==> src/rtl/lp_expect_ctrl_pkg.sv <==
// Shared types and constants for the forward-edge landing-pad CFI sequencer.
package lp_expect_ctrl_pkg;

  localparam int XLEN       = 64;
  localparam int VLEN       = 64;
  localparam int LP_LABEL_W = 20;

  typedef enum logic {
    NO_LP_EXPECTED = 1'b0,
    LP_EXPECTED    = 1'b1
  } elp_t;

  typedef enum logic [1:0] {
    LP_IDLE   = 2'd0,
    LP_EXPECT = 2'd1,
    LP_FAULT  = 2'd2
  } lp_state_e;

  localparam logic [1:0] CFI_MISMATCH = 2'b00;
  localparam logic [1:0] CFI_IDLE     = 2'b01;
  localparam logic [1:0] CFI_NA       = 2'b10;
  localparam logic [1:0] CFI_DONE     = 2'b11;

  localparam logic [XLEN-1:0] SW_CHECK        = 64'd18;
  localparam logic [XLEN-1:0] LPAD_FAULT_TVAL = 64'd2;

  typedef struct packed {
    logic [XLEN-1:0] cause;
    logic [XLEN-1:0] tval;
    logic            valid;
  } exception_t;

  // x1/x5 are link registers and x7 is the software-guarded label register.
  function automatic logic is_exempt_rs1(input logic [4:0] rs1);
    return (rs1 == 5'd1) || (rs1 == 5'd5) || (rs1 == 5'd7);
  endfunction

endpackage

==> src/rtl/lp_expect_ctrl_if.sv <==
// Commit-side and trap-side signal bundle between the commit stage and the CFI sequencer.
interface lp_expect_ctrl_if #(
  parameter int LABEL_W = 20,
  parameter int CNT_W   = 16
);
  import lp_expect_ctrl_pkg::*;

  logic               xlpad_i;
  logic               debug_mode_i;
  logic               jalr_commit_i;
  logic [4:0]         jalr_rs1_i;
  logic [LABEL_W-1:0] jalr_label_i;
  logic               commit_valid_i;
  logic               commit_is_lpad_i;
  logic [LABEL_W-1:0] commit_label_i;
  logic [VLEN-1:0]    commit_pc_i;
  logic               trap_taken_i;
  logic               trap_ret_i;
  logic               trap_pelp_i;
  elp_t               elp_o;
  logic               pelp_o;
  logic [LABEL_W-1:0] exp_label_o;
  exception_t         cfi_fault_o;
  logic [1:0]         complete_cfi_o;
  logic [CNT_W-1:0]   viol_cnt_o;

  modport slave (
    input  xlpad_i, debug_mode_i, jalr_commit_i, jalr_rs1_i, jalr_label_i,
           commit_valid_i, commit_is_lpad_i, commit_label_i, commit_pc_i,
           trap_taken_i, trap_ret_i, trap_pelp_i,
    output elp_o, pelp_o, exp_label_o, cfi_fault_o, complete_cfi_o, viol_cnt_o
  );

  modport master (
    output xlpad_i, debug_mode_i, jalr_commit_i, jalr_rs1_i, jalr_label_i,
           commit_valid_i, commit_is_lpad_i, commit_label_i, commit_pc_i,
           trap_taken_i, trap_ret_i, trap_pelp_i,
    input  elp_o, pelp_o, exp_label_o, cfi_fault_o, complete_cfi_o, viol_cnt_o
  );

endinterface

==> src/rtl/lp_expect_ctrl_label_match.sv <==
// Landing-pad label compare: a zero LPAD label is a wildcard that accepts any expected label.
module lp_label_match #(
  parameter int LABEL_W = 20
) (
  input  logic               is_lpad_i,
  input  logic [LABEL_W-1:0] label_i,
  input  logic [LABEL_W-1:0] exp_label_i,
  output logic               match_o
);

  assign match_o = is_lpad_i & ((label_i == '0) | (label_i == exp_label_i));

endmodule

==> src/rtl/lp_expect_ctrl.sv <==
// Expected-landing-pad sequencer: arms on indirect jumps, checks the next commit is a
// matching LPAD, raises the software-check fault and carries ELP across traps.
module lp_expect_ctrl
  import lp_expect_ctrl_pkg::*;
#(
  parameter int LABEL_W = LP_LABEL_W,
  parameter int CNT_W   = 16
) (
  input logic             clk_i,
  input logic             rst_i,
  lp_expect_ctrl_if.slave bus
);

  lp_state_e          state_q;
  logic [LABEL_W-1:0] exp_label_q;
  logic               pelp_q;
  logic [1:0]         complete_q;
  logic [CNT_W-1:0]   viol_cnt_q;
  logic               lpad_ok;
  logic               cfi_en;
  logic               unused_pc;

  lp_label_match #(.LABEL_W(LABEL_W)) u_label_match (
    .is_lpad_i   (bus.commit_is_lpad_i),
    .label_i     (bus.commit_label_i),
    .exp_label_i (exp_label_q),
    .match_o     (lpad_ok)
  );

  assign cfi_en = bus.xlpad_i & ~bus.debug_mode_i;

  // The commit PC is only of interest to the trap path (epc), not to the ELP check.
  assign unused_pc = ^bus.commit_pc_i;

  always_ff @(posedge clk_i or posedge rst_i) begin
    if (rst_i) begin
      state_q     <= LP_IDLE;
      exp_label_q <= '0;
      pelp_q      <= 1'b0;
      complete_q  <= CFI_IDLE;
      viol_cnt_q  <= '0;
    end else begin
      complete_q <= CFI_IDLE;
      if (bus.trap_taken_i) begin
        pelp_q  <= (state_q != LP_IDLE);
        state_q <= LP_IDLE;
      end else if (bus.trap_ret_i) begin
        state_q <= (bus.trap_pelp_i & bus.xlpad_i) ? LP_EXPECT : LP_IDLE;
      end else if (!cfi_en) begin
        state_q    <= LP_IDLE;
        complete_q <= CFI_NA;
      end else begin
        unique case (state_q)
          LP_IDLE: begin
            if (bus.jalr_commit_i && !is_exempt_rs1(bus.jalr_rs1_i)) begin
              state_q     <= LP_EXPECT;
              exp_label_q <= bus.jalr_label_i;
            end
          end
          LP_EXPECT: begin
            if (bus.commit_valid_i && lpad_ok) begin
              state_q    <= LP_IDLE;
              complete_q <= CFI_DONE;
            end else if (bus.commit_valid_i || bus.jalr_commit_i) begin
              // Any non-matching commit, including another JALR, violates the expectation.
              state_q    <= LP_FAULT;
              complete_q <= CFI_MISMATCH;
              if (viol_cnt_q != '1) begin
                viol_cnt_q <= viol_cnt_q + CNT_W'(1);
              end
            end
          end
          LP_FAULT: begin
          end
          default: state_q <= LP_IDLE;
        endcase
      end
    end
  end

  // A fault keeps ELP at LP_EXPECTED so trap entry saves it into xPELP.
  assign bus.elp_o          = (state_q == LP_IDLE) ? NO_LP_EXPECTED : LP_EXPECTED;
  assign bus.pelp_o         = pelp_q;
  assign bus.exp_label_o    = exp_label_q;
  assign bus.complete_cfi_o = complete_q;
  assign bus.viol_cnt_o     = viol_cnt_q;

  always_comb begin
    bus.cfi_fault_o = '0;
    if (state_q == LP_FAULT) begin
      bus.cfi_fault_o.valid = 1'b1;
      bus.cfi_fault_o.cause = SW_CHECK;
      bus.cfi_fault_o.tval  = LPAD_FAULT_TVAL;
    end
  end

  a_single_commit: assert property (@(posedge clk_i) disable iff (rst_i)
    !(bus.jalr_commit_i && bus.commit_valid_i));

endmodule

==> src/flat_wrapper.sv <==
// flat-port wrapper written by rule: the top's interface ports become plain ports
module lp_expect_ctrl_flat import lp_expect_ctrl_pkg::*;
#(
  parameter int LABEL_W = LP_LABEL_W,
  parameter int CNT_W   = 16
)
  (clk_i, rst_i, bus_xlpad_i, bus_debug_mode_i, bus_jalr_commit_i, bus_jalr_rs1_i, bus_jalr_label_i, bus_commit_valid_i, bus_commit_is_lpad_i, bus_commit_label_i, bus_commit_pc_i, bus_trap_taken_i, bus_trap_ret_i, bus_trap_pelp_i, bus_elp_o, bus_pelp_o, bus_exp_label_o, bus_cfi_fault_o, bus_complete_cfi_o, bus_viol_cnt_o);
  lp_expect_ctrl_if #(.LABEL_W(LABEL_W), .CNT_W(CNT_W)) bus_i ();
  input logic clk_i;
  input logic rst_i;
  input wire logic [$bits(bus_i.xlpad_i)-1:0] bus_xlpad_i;
  input wire logic [$bits(bus_i.debug_mode_i)-1:0] bus_debug_mode_i;
  input wire logic [$bits(bus_i.jalr_commit_i)-1:0] bus_jalr_commit_i;
  input wire logic [$bits(bus_i.jalr_rs1_i)-1:0] bus_jalr_rs1_i;
  input wire logic [$bits(bus_i.jalr_label_i)-1:0] bus_jalr_label_i;
  input wire logic [$bits(bus_i.commit_valid_i)-1:0] bus_commit_valid_i;
  input wire logic [$bits(bus_i.commit_is_lpad_i)-1:0] bus_commit_is_lpad_i;
  input wire logic [$bits(bus_i.commit_label_i)-1:0] bus_commit_label_i;
  input wire logic [$bits(bus_i.commit_pc_i)-1:0] bus_commit_pc_i;
  input wire logic [$bits(bus_i.trap_taken_i)-1:0] bus_trap_taken_i;
  input wire logic [$bits(bus_i.trap_ret_i)-1:0] bus_trap_ret_i;
  input wire logic [$bits(bus_i.trap_pelp_i)-1:0] bus_trap_pelp_i;
  output wire logic [$bits(bus_i.elp_o)-1:0] bus_elp_o;
  output wire logic [$bits(bus_i.pelp_o)-1:0] bus_pelp_o;
  output wire logic [$bits(bus_i.exp_label_o)-1:0] bus_exp_label_o;
  output wire logic [$bits(bus_i.cfi_fault_o)-1:0] bus_cfi_fault_o;
  output wire logic [$bits(bus_i.complete_cfi_o)-1:0] bus_complete_cfi_o;
  output wire logic [$bits(bus_i.viol_cnt_o)-1:0] bus_viol_cnt_o;
  assign bus_i.xlpad_i = bus_xlpad_i;
  assign bus_i.debug_mode_i = bus_debug_mode_i;
  assign bus_i.jalr_commit_i = bus_jalr_commit_i;
  assign bus_i.jalr_rs1_i = bus_jalr_rs1_i;
  assign bus_i.jalr_label_i = bus_jalr_label_i;
  assign bus_i.commit_valid_i = bus_commit_valid_i;
  assign bus_i.commit_is_lpad_i = bus_commit_is_lpad_i;
  assign bus_i.commit_label_i = bus_commit_label_i;
  assign bus_i.commit_pc_i = bus_commit_pc_i;
  assign bus_i.trap_taken_i = bus_trap_taken_i;
  assign bus_i.trap_ret_i = bus_trap_ret_i;
  assign bus_i.trap_pelp_i = bus_trap_pelp_i;
  assign bus_elp_o = bus_i.elp_o;
  assign bus_pelp_o = bus_i.pelp_o;
  assign bus_exp_label_o = bus_i.exp_label_o;
  assign bus_cfi_fault_o = bus_i.cfi_fault_o;
  assign bus_complete_cfi_o = bus_i.complete_cfi_o;
  assign bus_viol_cnt_o = bus_i.viol_cnt_o;
  lp_expect_ctrl #(.LABEL_W(LABEL_W), .CNT_W(CNT_W)) u_core (.clk_i(clk_i), .rst_i(rst_i), .bus(bus_i));
endmodule
==> config.mk <==
export PLATFORM = sky130hd
export DESIGN_NAME = lp_expect_ctrl_flat
export DESIGN_NICKNAME = d
export VERILOG_FILES = /design/src/rtl/lp_expect_ctrl_pkg.sv /design/src/rtl/lp_expect_ctrl_if.sv /design/src/rtl/lp_expect_ctrl_label_match.sv /design/src/rtl/lp_expect_ctrl.sv /design/src/flat_wrapper.sv
export SDC_FILE = /design/constraint.sdc
export NUM_CORES = 1
export LEC_CHECK = 0
export BUFFER_PORTS_ARGS = -buffer_cell sky130_fd_sc_hd__buf_2
export CAP_MARGIN = 20
export CORE_AREA = 2 2 113 115
export CTS_BUF_LIST = sky130_fd_sc_hd__clkbuf_8
export CTS_CLUSTER_DIAMETER = 50
export DETAILED_ROUTE_END_ITERATION = 10
export DIE_AREA = 0 0 115 117
export HOLD_SLACK_MARGIN = 0.06
export PLACE_DENSITY_LB_ADDON = 0.3
export SLEW_MARGIN = 30
export SYNTH_ARGS = -nofsm -noshare
export SYNTH_HDL_FRONTEND = slang
export SYNTH_SLANG_ARGS = --single-unit
export TNS_END_PERCENT = 1
==> constraint.sdc <==
create_clock -name clk_i -period 3.3 [get_ports clk_i]
set_clock_uncertainty 0.2 [all_clocks]
set_input_delay 0.165 -clock clk_i [delete_from_list [all_inputs] [get_ports clk_i]]
set_output_delay 0.165 -clock clk_i [all_outputs]
set_load 0.02 [all_outputs]
# ---- Word level (Yosys, flattened, before mapping)
# Index checks and enable logic that the tools add are counted.
dict set report totals {
  regBits 41
  inputBits 119
  output_inout_bits 169
  wordCells 52
}
dict set report classes {
  addsub 1
  n_eq_ne 10
  mux 16
  bitwise 8
  n_reduce_logical 12
}
# op n
set ops {}
lappend ops {{two-way mux 70 bit} 1}
lappend ops {{two-way mux 2 bit} 11}
lappend ops {{== test 20 bit} 1}
lappend ops {{logical NOT 20 bit} 1}
lappend ops {{adder 16 x 1 -> 16 bit (second input constant)} 1}
lappend ops {{inequality test 16 bit (second input constant)} 1}
lappend ops {{== test 5 x 3 -> 1 bit (second input constant)} 2}
lappend ops {{AND reduction 7 bit} 1}
lappend ops {{inequality test 6 bit (second input constant)} 1}
lappend ops {{case mux 2 bit (3 select lines)} 1}
lappend ops {{== test 5 x 1 -> 1 bit (second input constant)} 1}
lappend ops {{inequality test 5 bit (second input constant)} 1}
lappend ops {{AND reduction 5 bit} 1}
lappend ops {{inequality test 4 bit (second input constant)} 1}
lappend ops {{NOT 1 bit} 4}
lappend ops {{bitwise AND 1 bit} 3}
lappend ops {{logical OR 1 bit} 3}
lappend ops {{two-way mux 1 bit} 3}
lappend ops {{AND reduction 3 bit} 1}
lappend ops {{== test 2 x 1 -> 1 bit (second input constant)} 1}
lappend ops {{== test 2 bit (second input constant)} 1}
lappend ops {{logical AND 1 bit} 2}
lappend ops {{logical NOT 2 bit} 1}
lappend ops {{nonzero test 2 bit} 1}
lappend ops {{other kinds (2)} 2}

# ---- Logic depth before layout (Yosys ltp)
dict set report logic_depth {
  ltp_word 10
  ltp_mapped 7
  mapped_depth_nobuf 7
}

# ---- Cells and area by module
# A second synthesis with hierarchy kept.
dict set report hier_totals {
  hier_cells 314
  area_unflattened_um2 3133.0
}
# mod n_inst cells_per_inst area_each_um2 seq_area_each_um2
set by_module_without_submodules {}
lappend by_module_without_submodules {lp_expect_ctrl 1 279 2857.7 1027.2}
lappend by_module_without_submodules {lp_label_match 1 35 275.3 0.0}

# ---- Least setup slack after synthesis
# Ideal clock, no wire load.
dict set report synth_path {
  path_kind {flip-flop to flip-flop}
  startpoint {register u_core.viol_cnt_q[0] (netlist: u_core.bus.viol_cnt_o[0])}
  endpoint {register u_core.viol_cnt_q[7] (netlist: u_core.bus.viol_cnt_o[7])}
  setup_time_ns 0.131
  arrival_ns 1.812
  required_time_ns 2.969
  path_slack_ns 1.157
  stages_incl_launch_ff 8
  path_buffers 0
  synth_period_minus_slack_ns 2.143
  cell_sequence {dfrtp_1 -> ha_1 -> and3_2 -> and2_1 -> and4_4 -> nor3_4 -> nand4_1 -> xnor2_1}
}
dict set report synth_via {
  elab_chain_cells 2
  elab_cells_between_ends 3
  classes_between {add/sub: 1; eq/ne: 1; reduce/logical: 1}
}
# item line
set synth_lines {}
lappend synth_lines {{start, declared} lp_expect_ctrl.sv:18} ;# logic [CNT_W-1:0] viol_cnt_q;
lappend synth_lines {{start signal, assigned} lp_expect_ctrl.sv:69} ;# viol_cnt_q <= viol_cnt_q + CNT_W'(1);
lappend synth_lines {{branches (longest 2 deep; another with adder 16 x 1 -> 16 bit)} --}
# Parallel ways; which one is timed is not known.
# A chain may end at the register's enable or synchronous reset.

# ---- Worst setup path in the final report
dict set report layout_path {
  startpoint {register u_core.exp_label_q[18] (netlist: u_core.bus.exp_label_o[18])}
  endpoint {register u_core.complete_q[0] (netlist: u_core.bus.complete_cfi_o[0])}
}
dict set report layout_via {
  elab_chain_cells 9
}
# item line
set layout_lines {}
lappend layout_lines {{start, declared} lp_expect_ctrl.sv:15} ;# logic [LABEL_W-1:0] exp_label_q;
lappend layout_lines {{start signal, assigned} lp_expect_ctrl.sv:57} ;# exp_label_q <= bus.jalr_label_i;
lappend layout_lines {{== test 20 bit} lp_expect_ctrl_label_match.sv:11} ;# assign match_o = is_lpad_i & ((label_i == '0) | (label_i == exp_label_i));
lappend layout_lines {{bitwise OR 1 bit} lp_expect_ctrl_label_match.sv:11}
lappend layout_lines {{bitwise AND 1 bit} lp_expect_ctrl_label_match.sv:11}
lappend layout_lines {{logical AND 1 bit} lp_expect_ctrl.sv:61} ;# if (bus.commit_valid_i && lpad_ok) begin
lappend layout_lines {{two-way mux 2 bit} lp_expect_ctrl.sv:61}
lappend layout_lines {{two-way mux 2 bit} lp_expect_ctrl.sv:53} ;# unique case (state_q)
lappend layout_lines {{two-way mux 2 bit} lp_expect_ctrl.sv:49} ;# end else if (!cfi_en) begin
lappend layout_lines {{two-way mux 2 bit} lp_expect_ctrl.sv:47} ;# end else if (bus.trap_ret_i) begin
lappend layout_lines {{two-way mux 2 bit} lp_expect_ctrl.sv:44} ;# if (bus.trap_taken_i) begin
lappend layout_lines {{end signal, assigned} lp_expect_ctrl.sv:43} ;# complete_q <= CFI_IDLE;
lappend layout_lines {{end signal, assigned} lp_expect_ctrl.sv:51} ;# complete_q <= CFI_NA;
lappend layout_lines {{end signal, assigned} lp_expect_ctrl.sv:63} ;# complete_q <= CFI_DONE;
lappend layout_lines {{end, declared} lp_expect_ctrl.sv:17} ;# logic [1:0] complete_q;
# No other way between the ends.

==> flow_summary_export.csv <==
group,metric,value,unit
global_route,grt_start_max_net_pins,42,
floorplan,die_h,117,µm
sta,slew_headroom,44.2,%
layout,multi_input_area,0.00153,mm²
setup_path,regToRegSetupSlack,0.86,ns
sta,finalCriticalPeriod,2.44,ns
layout,regArea,0.00103,mm²
run,cap_violations,0,
floorplan,dieArea,0.0135,mm²
drt,drc,0,
setup_path,path_class,"register to register",
drt,firstDrtPassIters,4,
logic_synthesis,ys_seq_area_share,33.3,%
placed_design,dp_hpwl,5170,µm
floorplan,start_util,25.0,%
drt,num_vias,2194,
floorplan,io_pins,288,
global_route,grt_pass1_vias,2123,
drt,routed_via_density,3.73,
sta,post-route-period-util,74.0,%
sta,fin_setup_tns,0,ns
min_path,hold_depth,3,
logic_synthesis,yosysUniqueCellTypes,38,
setup_path,worstPathRequired,3.32,ns
drt,wl_per_cell,11.2,µm
setup_path,critPathLaunch,"u_core.bus.exp_label_o[18]",
outcome,status,"finished, final reports clean",
clock_network,cts_tree,"done",
clock_network,clockRootBuffer,"clkbuf_8",
clock_network,clk_transition_reported_paths,0.08,ns
sta,drv_slew,0,
setup_path,worst_setup_path_start_kind,"register",
layout,layout_commonest_cell,"conb_1",
placed_design,postPlaceCellArea,0.00326,mm²
sta,setup_viol,0,
min_path,min-delay-start,"bus_xlpad_i",
clock_network,clkLatencyLatePin,0.29,ns
power,power_density,424,mW/mm²
floorplan,coreArea,0.0123,mm²
floorplan,die_x,115,µm
layout,final_area,0.00358,mm²
setup_path,critPathMaxFanout,17,
power,p_leak,1.84,nW
logic_synthesis,yosysWarnings,0,
clock_network,cts_resized,0,
power,ir_drop,0.000235,V
logic_synthesis,syn_area,0.00308,mm²
min_path,min_to,"u_core.bus.complete_cfi_o[1]",
drt,drt_iter0_drc,88,
layout,final_nets,558,
layout,final_cell_mix,"conb_1, buf_2, dfrtp_1",
layout,n_fill_cell,1315,
clock_network,h-tree-depth,2,
global_route,overflow,0,
setup_path,r2r-start,"u_core.bus.exp_label_o[18]",
clock_network,cts.path.max_buffers,2,
layout,drive_above_1_share,31.7,%
clock_network,cts.sinks,41,
layout,antennaDiodeCount,0,
min_path,hp-class,"input pin to register",
floorplan,num_rows,41,
drt,ant_nets,0,
sta,tightest_slew,0.838,ns
clock_network,cts_inserted_buffers,5,
layout,area_delta_synth_final,16.3,%
setup_path,arrival,2.46,ns
logic_synthesis,postSynthCellCount,314,
placed_design,portBuffers,98,
setup_path,reg2reg_depth,6,
global_route,antenna_found_initial,0,
sta,clock.fmax,410,MHz
power,power.total,1.52,mW
global_route,grt_pass1_wl,10300,µm
sta,rsz0062_at_grt,"no",
logic_synthesis,synth.avg_cell_area,9.81,µm²
placed_design,place.gp.congestion,0.713,
drt,drt_wl_total,6580,µm
sta,finalHoldViolations,0,
setup_path,reg2reg_to,"u_core.bus.complete_cfi_o[0]",
layout,fin_cells,588,
global_route,grt_usage,9.77,%
logic_synthesis,synth-seq-cells,41,
placed_design,dp.cells,557,
setup_path,end_kind,"register",
[per-stage QoR]
stage	worst slack (ns)	utilization (%)	hold slack, ns
after floorplan	1.16	-	0.0497
after global placement	1.07	26.5	0.127
after detailed placement	1.05	26.5	0.128
after CTS	0.813	29.1	0.0636
after global routing	0.637	29.1	0.106
final	0.859	29.1	0.0661
[worst max-delay path by stage]
| stage | slack, ns | cells after the start | end |
|---|---|---|---|
| finish | 0.86 | 6 | u_core.bus.complete_cfi_o[0] |
| global placement | 1.07 | 7 | u_core.bus.viol_cnt_o[15] |
| detailed placement | 1.05 | 7 | u_core.bus.viol_cnt_o[7] |
| floorplan | 1.16 | 7 | u_core.bus.viol_cnt_o[7] |
| global route | 0.64 | 6 | u_core.bus.complete_cfi_o[0] |
| CTS | 0.81 | 6 | u_core.bus.complete_cfi_o[0] |
[where the power goes]
part	switching (mW)	internal (mW)	leakage (nW)	total, mW
Sequential	0.0709	0.575	0.533	0.646
Combinational	0.337	0.200	1.26	0.536
Clock	0.173	0.163	0.0485	0.337
[worst max-delay path, cell delays in order (launching register included)]
cell	delay (ns)
dfrtp_1	0.41
xnor2_1	0.13
nand4_1	0.13
nor3_1	0.09
a21oi_2	0.68
o21ai_0	0.15
dlygate4sd3_1	0.58
[cells by family (layout without fill, tap and decap cells)]
| kind of cell | after synthesis | count (layout) | share of synthesized area [%] |
|---|---|---|---|
| AND/OR/NAND/NOR | 70 | 70 | 13.8 |
| flip-flops | 41 | 41 | 33.3 |
| adder cells (fa/ha/maj) | 1 | 1 | 0.406 |
| AO/OA/AOI/OAI | 11 | 11 | 2.40 |
| other | 1 | 125 | 0.122 |
| buffers and inverters | 134 | 134 | 32.2 |
| XOR/XNOR | 35 | 35 | 9.95 |
| multiplexers | 21 | 21 | 7.80 |
[sequential cells by signal, summed over array words and instances, names as in the netlist]
signal and flops:
u_core.state_q 2, u_core.bus.pelp_o 1, u_core.bus.exp_label_o 20, u_core.bus.viol_cnt_o 16, u_core.bus.complete_cfi_o 2
[routing by layer]
metal  global-route usage [%]  share of wire [%]  vias to the layer above
met4                     3.53                1.5                        0
met1                     11.5                 40                     1007
li1                         -                  -                     1041
met3                     2.42                8.4                        8
met2                     17.3                 50                      138
met5                        0                  0                        -
[repair_timing]
item,CTS,global route
endpoints found under the hold margin,63,0
hold buffers,24,0
setup buffers,0,0
[synthesized netlist by cell type (all sizes together)]
master	number	area [µm²]
and2	1	6.26
nand4	11	68.8
nor2	13	56.3
and4	3	33.8
a31oi	1	6.26
o31ai	1	12.5
dfstp	1	26.3
dfrtp	40	1000
nand3b	1	7.51
or3	1	11.3
nand2b	3	18.8
buf	131	982
ha	1	12.5
nor4	6	37.5
o21a	1	7.51
nor2b	1	6.26
nor3b	1	7.51
xnor2	35	307
inv	3	11.3
nand3	11	60.1
mux2	21	240
nand4b	1	8.76
nand2	7	33.8
nor3	6	41.3
and3	4	26.3
o21ai	3	15.0
conb	1	3.75
a21oi	4	23.8
a32oi	1	8.76
[area by class of cell]
cell class / count / share of cell area [%]
clock buffers: 6 / 2.30
well taps: 150 / 5.24
clock inverters: 1 / 0.105
repair buffers: 124 / 20.8
flip-flops and latches: 41 / 28.7
multi-input cells: 263 / 42.6
inverters: 3 / 0.314
(Power assumes the default switching activity.)
